### src/rtl/joy_serial_responder_if.sv
// rtl/joy_serial_responder_if.sv - serial joystick link bundle between reader (master) and responder (slave)
interface joy_serial_responder_if;
  logic [7:0] joy1_n;
  logic [7:0] joy2_n;
  logic       joy_clk;
  logic       joy_load_n;
  logic       joy_data;
  logic       frame_done;
  logic       link_active;
  logic [4:0] shift_count;

  modport master (
    output joy1_n, joy2_n, joy_clk, joy_load_n,
    input  joy_data, frame_done, link_active, shift_count
  );

  modport slave (
    input  joy1_n, joy2_n, joy_clk, joy_load_n,
    output joy_data, frame_done, link_active, shift_count
  );
endinterface

### src/rtl/joy_serial_responder.sv
// rtl/joy_serial_responder.sv - device end of the 16-bit serial joystick link
// Debounces two active-low button vectors and shifts them out under reader load/clock control.
module joy_serial_responder #(
  parameter int DEBOUNCE_DIV = 1024,
  parameter int LINK_TIMEOUT = 1000000,
  parameter int CNT_W        = 20
) (
  input  logic                   clk,
  input  logic                   rst,
  joy_serial_responder_if.slave  bus
);

  localparam int DIV_W = (DEBOUNCE_DIV > 2) ? $clog2(DEBOUNCE_DIV) : 1;

  logic [1:0]       clk_sync_q, load_sync_q;
  logic             clk_dly_q, load_dly_q;
  logic             clk_s, load_s, clk_rise, load_fall;

  logic [15:0]      btn_meta_q, btn_sync_q;
  logic [DIV_W-1:0] div_q;
  logic             tick;
  logic [15:0]      hist0_q, hist1_q, db_q, db_d, agree;

  logic [15:0]      sr_q, sr_d;
  logic [4:0]       cnt_q, cnt_d;
  logic             fd_q, fd_d;

  logic [CNT_W-1:0] to_q, to_d;
  logic             act_q, act_d;

  // Reader strobes idle high, so synchronizers reset to 1 to avoid false edges.
  always_ff @(posedge clk or posedge rst) begin
    if (rst) begin
      clk_sync_q  <= 2'b11;
      load_sync_q <= 2'b11;
      clk_dly_q   <= 1'b1;
      load_dly_q  <= 1'b1;
    end else begin
      clk_sync_q  <= {clk_sync_q[0], bus.joy_clk};
      load_sync_q <= {load_sync_q[0], bus.joy_load_n};
      clk_dly_q   <= clk_sync_q[1];
      load_dly_q  <= load_sync_q[1];
    end
  end

  assign clk_s     = clk_sync_q[1];
  assign load_s    = load_sync_q[1];
  assign clk_rise  = clk_s & ~clk_dly_q;
  assign load_fall = ~load_s & load_dly_q;

  assign tick  = (div_q == DIV_W'(DEBOUNCE_DIV - 1));
  assign agree = ~(btn_sync_q ^ hist0_q) & ~(hist0_q ^ hist1_q);

  always_comb begin
    db_d = db_q;
    if (tick) begin
      db_d = (db_q & ~agree) | (btn_sync_q & agree);
    end
  end

  always_ff @(posedge clk or posedge rst) begin
    if (rst) begin
      btn_meta_q <= '1;
      btn_sync_q <= '1;
      div_q      <= '0;
      hist0_q    <= '1;
      hist1_q    <= '1;
      db_q       <= '1;
    end else begin
      btn_meta_q <= {bus.joy2_n, bus.joy1_n};
      btn_sync_q <= btn_meta_q;
      div_q      <= tick ? '0 : div_q + DIV_W'(1);
      db_q       <= db_d;
      if (tick) begin
        hist0_q <= btn_sync_q;
        hist1_q <= hist0_q;
      end
    end
  end

  // Load strobe dominates any concurrent shift clock.
  always_comb begin
    sr_d  = sr_q;
    cnt_d = cnt_q;
    fd_d  = 1'b0;
    if (!load_s) begin
      sr_d  = db_q;
      cnt_d = 5'd0;
    end else if (clk_rise) begin
      sr_d = {1'b1, sr_q[15:1]};
      if (cnt_q != 5'd16) begin
        cnt_d = cnt_q + 5'd1;
      end
      fd_d = (cnt_q == 5'd15);
    end
  end

  always_comb begin
    to_d  = to_q;
    act_d = act_q;
    if (load_fall) begin
      to_d  = '0;
      act_d = 1'b1;
    end else begin
      if (to_q != CNT_W'(LINK_TIMEOUT)) begin
        to_d = to_q + CNT_W'(1);
      end
      if (to_d == CNT_W'(LINK_TIMEOUT)) begin
        act_d = 1'b0;
      end
    end
  end

  always_ff @(posedge clk or posedge rst) begin
    if (rst) begin
      sr_q  <= '1;
      cnt_q <= 5'd0;
      fd_q  <= 1'b0;
      to_q  <= '0;
      act_q <= 1'b0;
    end else begin
      sr_q  <= sr_d;
      cnt_q <= cnt_d;
      fd_q  <= fd_d;
      to_q  <= to_d;
      act_q <= act_d;
    end
  end

  assign bus.joy_data    = sr_q[0];
  assign bus.frame_done  = fd_q;
  assign bus.link_active = act_q;
  assign bus.shift_count = cnt_q;

endmodule

### src/flat_wrapper.sv
// flat-port wrapper written by rule: the top's interface ports become plain ports
module joy_serial_responder_flat 
#(
  parameter int DEBOUNCE_DIV = 1024,
  parameter int LINK_TIMEOUT = 1000000,
  parameter int CNT_W        = 20
)
  (clk, rst, bus_joy1_n, bus_joy2_n, bus_joy_clk, bus_joy_load_n, bus_joy_data, bus_frame_done, bus_link_active, bus_shift_count);
  joy_serial_responder_if bus_i ();
  input  logic clk;
  input  logic rst;
  input wire logic [$bits(bus_i.joy1_n)-1:0] bus_joy1_n;
  input wire logic [$bits(bus_i.joy2_n)-1:0] bus_joy2_n;
  input wire logic [$bits(bus_i.joy_clk)-1:0] bus_joy_clk;
  input wire logic [$bits(bus_i.joy_load_n)-1:0] bus_joy_load_n;
  output wire logic [$bits(bus_i.joy_data)-1:0] bus_joy_data;
  output wire logic [$bits(bus_i.frame_done)-1:0] bus_frame_done;
  output wire logic [$bits(bus_i.link_active)-1:0] bus_link_active;
  output wire logic [$bits(bus_i.shift_count)-1:0] bus_shift_count;
  assign bus_i.joy1_n = bus_joy1_n;
  assign bus_i.joy2_n = bus_joy2_n;
  assign bus_i.joy_clk = bus_joy_clk;
  assign bus_i.joy_load_n = bus_joy_load_n;
  assign bus_joy_data = bus_i.joy_data;
  assign bus_frame_done = bus_i.frame_done;
  assign bus_link_active = bus_i.link_active;
  assign bus_shift_count = bus_i.shift_count;
  joy_serial_responder #(.DEBOUNCE_DIV(DEBOUNCE_DIV), .LINK_TIMEOUT(LINK_TIMEOUT), .CNT_W(CNT_W)) u_core (.clk(clk), .rst(rst), .bus(bus_i));
endmodule
### config.mk
export PLATFORM = sky130hd
export DESIGN_NAME = joy_serial_responder_flat
export DESIGN_NICKNAME = d
export VERILOG_FILES = /design/src/rtl/joy_serial_responder_if.sv /design/src/rtl/joy_serial_responder.sv /design/src/flat_wrapper.sv
export SDC_FILE = /design/constraint.sdc
export NUM_CORES = 1
export LEC_CHECK = 0
export BUFFER_PORTS_ARGS = -buffer_cell sky130_fd_sc_hd__buf_2
export CORE_MARGIN = 2
export CORE_UTILIZATION = 45
export DETAILED_ROUTE_END_ITERATION = 6
export GPL_ROUTABILITY_DRIVEN = 0
export SKIP_CTS_REPAIR_TIMING = 1
export SLEW_MARGIN = 15
export SYNTH_ARGS = -nofsm -noshare
export SYNTH_HDL_FRONTEND = slang
export SYNTH_SLANG_ARGS = --single-unit
export TNS_END_PERCENT = 30
### constraint.sdc
create_clock -name clk -period 4.3 [get_ports clk]
set_input_delay 0.215 -clock clk [delete_from_list [all_inputs] [get_ports clk]]
set_output_delay 0.215 -clock clk [all_outputs]
set_load 0.02 [all_outputs]
Word level (Yosys, flattened, before mapping) --
Index checks and enable logic that the tools add are counted.
Storage, ports and cells: flip-flop bits (word level) 139
Operators by class: add/subtract/negate cells 3, equality and inequality tests 7, mux-type cells 13, bitwise operators 13, reductions and logical operators 2
Operators with widths (number):
- $mux 20 | 3
- $and 16x16->16 | 3
- $not 16->16 | 3
- $mux 16 | 2
- $xor 16x16->16 | 2
- $add 20x1->20 const B | 1
- $eq 20x20->1 const B | 1
- $ne 20x20->1 const B | 1
- $or 16x16->16 | 1
- $mux 5 | 3
- $add 10x1->10 const B | 1
- $eq 10x10->1 const B | 1
- $mux 10 | 1
- $add 5x1->5 const B | 1
- $eq 5x4->1 const B | 1
- $ne 5x5->1 const B | 1
- $mux 1 | 4
- $ne 2x2->1 const B | 2
- $and 1x1->1 | 2
- $not 1->1 | 2
- $reduce_and 2->1 | 1
- $reduce_bool 2->1 | 1

Longest topological paths before layout --
word-level depth 6, depth in mapped cells 8, gate-level depth less buffers 8

Least setup slack after synthesis --
OpenSTA, ideal clock, no wires.
path type reg-to-reg, from register u_core.to_q[3], to register u_core.act_q, in the netlist u_core.bus.link_active, setup time 0.130 ns, arrival time 1.881 ns, setup slack 2.289 ns, stages on the path, launching flop included 7, path buffers 0, period minus slack after synthesis 2.011 ns, path through dfrtp_1 > or4b_4 > nor2_2 > a31oi_1 > or4b_1 > nor4_2 > a31oi_1
On the way: word-level cells in the longest chain between the ends 5, elaborated cells between the ends (all ways) 6, classes of those cells add/sub (1); eq/ne (2); mux (2); reduce/logical (1)
RTL lines:
- start, declared | RTL line joy_serial_responder.sv:28 | logic [CNT_W-1:0] to_q, to_d;
- start signal, assigned | RTL line joy_serial_responder.sv:125 | to_q <= to_d;
- $add 20x1->20 or $ne 20x20->1 (tied branches) | RTL line joy_serial_responder.sv:106, joy_serial_responder.sv:105
- $mux 20 * | RTL line joy_serial_responder.sv:105 | if (to_q != CNT_W'(LINK_TIMEOUT)) begin
- $mux 20 * | RTL line joy_serial_responder.sv:101 | if (load_fall) begin
- $eq 20x20->1 * | RTL line joy_serial_responder.sv:108 | if (to_d == CNT_W'(LINK_TIMEOUT)) begin
- $reduce_bool 2->1 (no source line) *
- end signal, assigned | RTL line joy_serial_responder.sv:126 | act_q <= act_d;
- end, declared | RTL line joy_serial_responder.sv:29 | logic act_q, act_d;
Mark *: on every way between the ends. The rest lies on a longest branch, timed or not. The select of a mux whose other input is x is not followed. A chain may end at the register's enable or synchronous reset.

==> impl_metrics.tcl <==
set metrics [dict create \
    clockRootBuffer "clkbuf_16" \
    vias 3860 \
    clk_path_buf_depth 2 \
    clock-skew-final_ns 0.01196 \
    netlist_area_um2 5822 \
    timing.fmax_mhz 444.4 \
    ys_types 49 \
    seq_area_frac_synth_pct 61.94 \
    async_flop_share_pct 100.0 \
    ys.flop_type "dfstp_2" \
    top_layer_used "met4" \
    overflow 0 \
    synth_nets 569 \
    violations "hold timing" \
    min_period_ns 2.250 \
    synth_area_per_cell_um2 10.72 \
    netSwitchingFraction_pct 22.62 \
    p_int_mw 2.296 \
    drive_gt1_share_pct 28.95 \
    ant_nets 0 \
    synth.top_cell.area_share_pct 46.03 \
    routedWlPerCell_um 12.31 \
    cap_violations 0 \
    hold_viol 16 \
    tightest_slew_ns 1.096 \
    slew_headroom_pct 26.76 \
    met3_length_um 327 \
    dr.pass1.iters 6 \
    area.growth.synth_to_final_pct 18.18 \
    worst_ep_required_time_ns 4.65 \
    drc 0 \
    outcome "complete, but fails checks" \
    synth_top_family_by_area "simple AND/OR/NAND/NOR gates" \
    power_frac_clock_pct 47.3 \
    syn_inst 543 \
    min_path_type "in -> async" \
    clock_sinks 139 \
    yosys-top-cells-area "dfstp_2 46%, dfrtp_1 16%, nand2_1 7.4%, nor2_1 4.2%, a21oi_1 3.1%" \
    post-synth-top-count-cell "nand2_1" \
    dieWidth_um 117.7 \
    final_nets 615 \
    end_kind "flop" \
    drt-vias-per-instance 4.994 \
    comb_power_share_pct 4.7 \
    crit_type "reg -> reg" \
    diodes 0 \
    yosysTopAreaCell "dfstp_2" \
    synthAdderAreaFrac_pct 1.289 \
    drt-initial-drc-count 270 \
    synthMuxAreaShare_pct 3.288 \
    die_height_um 117.7 \
    dieArea_um2 13860 \
    antenna_found_initial 0 \
    core_um2 12620 \
    rsz0062_at_grt "false" \
    cp.arrival_ns 2.60 \
    grt_max_degree 98 \
    drt-met1-wl_um 4527 \
    final_area_um2 6880 \
    rows 41 \
    power_density_nw_per_um2 431.3 \
    ctsHtreeMaxLevel 4 \
    reg2reg_slack_ns 2.05 \
    grt_pass1_vias 3673 \
    postPlaceCellArea_um2 6127 \
    start_util_pct 46.13 \
    clock_latency_ns 0.42 \
    crit_fanout 52 \
    finalSetupViolCount 0 \
    synthTopCellsByCount "115 x nand2_1, 102 x dfstp_2, 65 x nor2_1" \
    wl_um 9515 \
    ir_drop_uv 328.9 \
    fin_setup_tns_ns 0 \
    timing.hold.ws_ns -0.01630 \
    synth_compound_area_share_pct 7.135 \
    cts.clk_slew.worst_paths_ns 0.06 \
    worstSetupStartpointType "flop" \
    port_buffers 27 \
    cts_tree "built" \
    yosysWarnings 0 \
    numCtsBuffers 17 \
    io_pins 28 \
    wl_met2_um 4540 \
    synth_enable_flop_cells 0 \
    dp_hpwl_um 5864 \
    finalMaxSlewViolations 0 \
    grt_pass1_wl_um 16480 \
    synthSimpleGateAreaFrac_pct 19.90 \
    finalCritPeriodShare_pct 52.33 \
    power.switching_uw 671.3 \
    ys_ff_latch 139 \
    grtUsageTotal_pct 14.77 \
    cellLeakagePower_nw 2.905 \
    seqPwrFrac_pct 48.0 \
    synthXorXnorAreaFrac_pct 4.513 \
]
-- path summary, 6_finish.rpt --
| kind | start | end | depth (start not counted) |
|---|---|---|---|
| worst max-delay path | u_core.div_q[2]$_DFF_PP0_ | flop | 5 |
| min in group clk | u_core.clk_sync_q[0]$_DFF_PP1_ | u_core.clk_sync_q[1]$_DFF_PP1_ | 0 |
| max in group asynchronous | rst | u_core.hist1_q[14]$_DFFE_PP1N_ | 3 |
| worst max register to register | u_core.div_q[2]$_DFF_PP0_ | flop | 5 |
| worst min register to register | u_core.clk_sync_q[0]$_DFF_PP1_ | u_core.clk_sync_q[1]$_DFF_PP1_ | 0 |
| worst min-delay path | rst | u_core.div_q[9]$_DFF_PP0_ | 2 |
-- layout make-up --
cell class / instances / area, µm²
fillers: 1106 / 5739
flip-flops and latches: 139 / 3606
multi-input cells: 375 / 2113
clock buffers: 18 / 429.2
repair buffers: 48 / 337.8
well taps: 172 / 215.2
clock inverters: 13 / 143.9
inverters: 8 / 35.03
-- placed cells by master (no fill, tap or decap), types with 2 or more instances in the layout --
cell type      count
a21o_1             2
a21oi_1           36
a31oi_1           19
and2_1             5
and3_1             5
and4_1             4
buf_2             27
buf_4              3
bufinv_16          2
clkbuf_16         17
clkinv_2           4
clkinv_4           3
dfrtp_1           37
dfstp_2          102
dlygate4sd3_1     18
ha_1               6
inv_1              7
inv_6              4
mux2i_1           18
nand2_1          115
nand2b_1           4
nand3_1            9
nand4_1            7
nor2_1            64
nor2b_1            2
nor3_2             2
o21ai_0            3
o31ai_1            3
or3_1             16
xnor2_1           17
xor2_1            13
-- through the flow --
stage,power (mW),instances,utilization [%],hold WS [ns],setup slack (ns)
after floorplan,1.525,543,-,0.2195,0.5293
after global placement,1.566,724,48.55,0.3200,2.147
after detailed placement,1.572,724,48.55,0.3211,2.035
after CTS,3.002,755,53.09,-0.1260,2.019
after global routing,3.098,773,54.52,0.04611,1.781
final,2.967,773,54.52,-0.01630,2.050
-- worst max-delay path, cell delays in order, from the launching register on --
cell and delay (ns):
dfrtp_1 0.41, and4_1 0.28, nand4_1 0.23, nor2_4 0.91, a31oi_1 0.20, nor2_1 0.14
-- cell families (layout without fill, tap and decap cells) --
group,count (synthesis),after routing
fa+ha+maj,6,6
mux,19,19
xor+xnor,30,30
flops,139,139
compound gates,71,71
buf+inv,29,87
simple gates,249,249
-- per-layer routing --
layer	vias up	GRT usage (%)
li1	1932	-
met1	1864	18.07
met2	55	24.16
met3	9	5.039
met4	0	5.648
met5	-	0
-- power by group through the flow --
stage	registers (mW)	logic, mW	clock network, mW
6_report	1.42	0.140	1.40
5_1_grt	1.43	0.159	1.51
4_1_cts	1.42	0.131	1.45
3_5_place_dp	1.44	0.131	0
3_3_place_gp	1.44	0.127	0
2_1_floorplan	1.43	0.0977	0
Power figures use the tool's default switching activity.
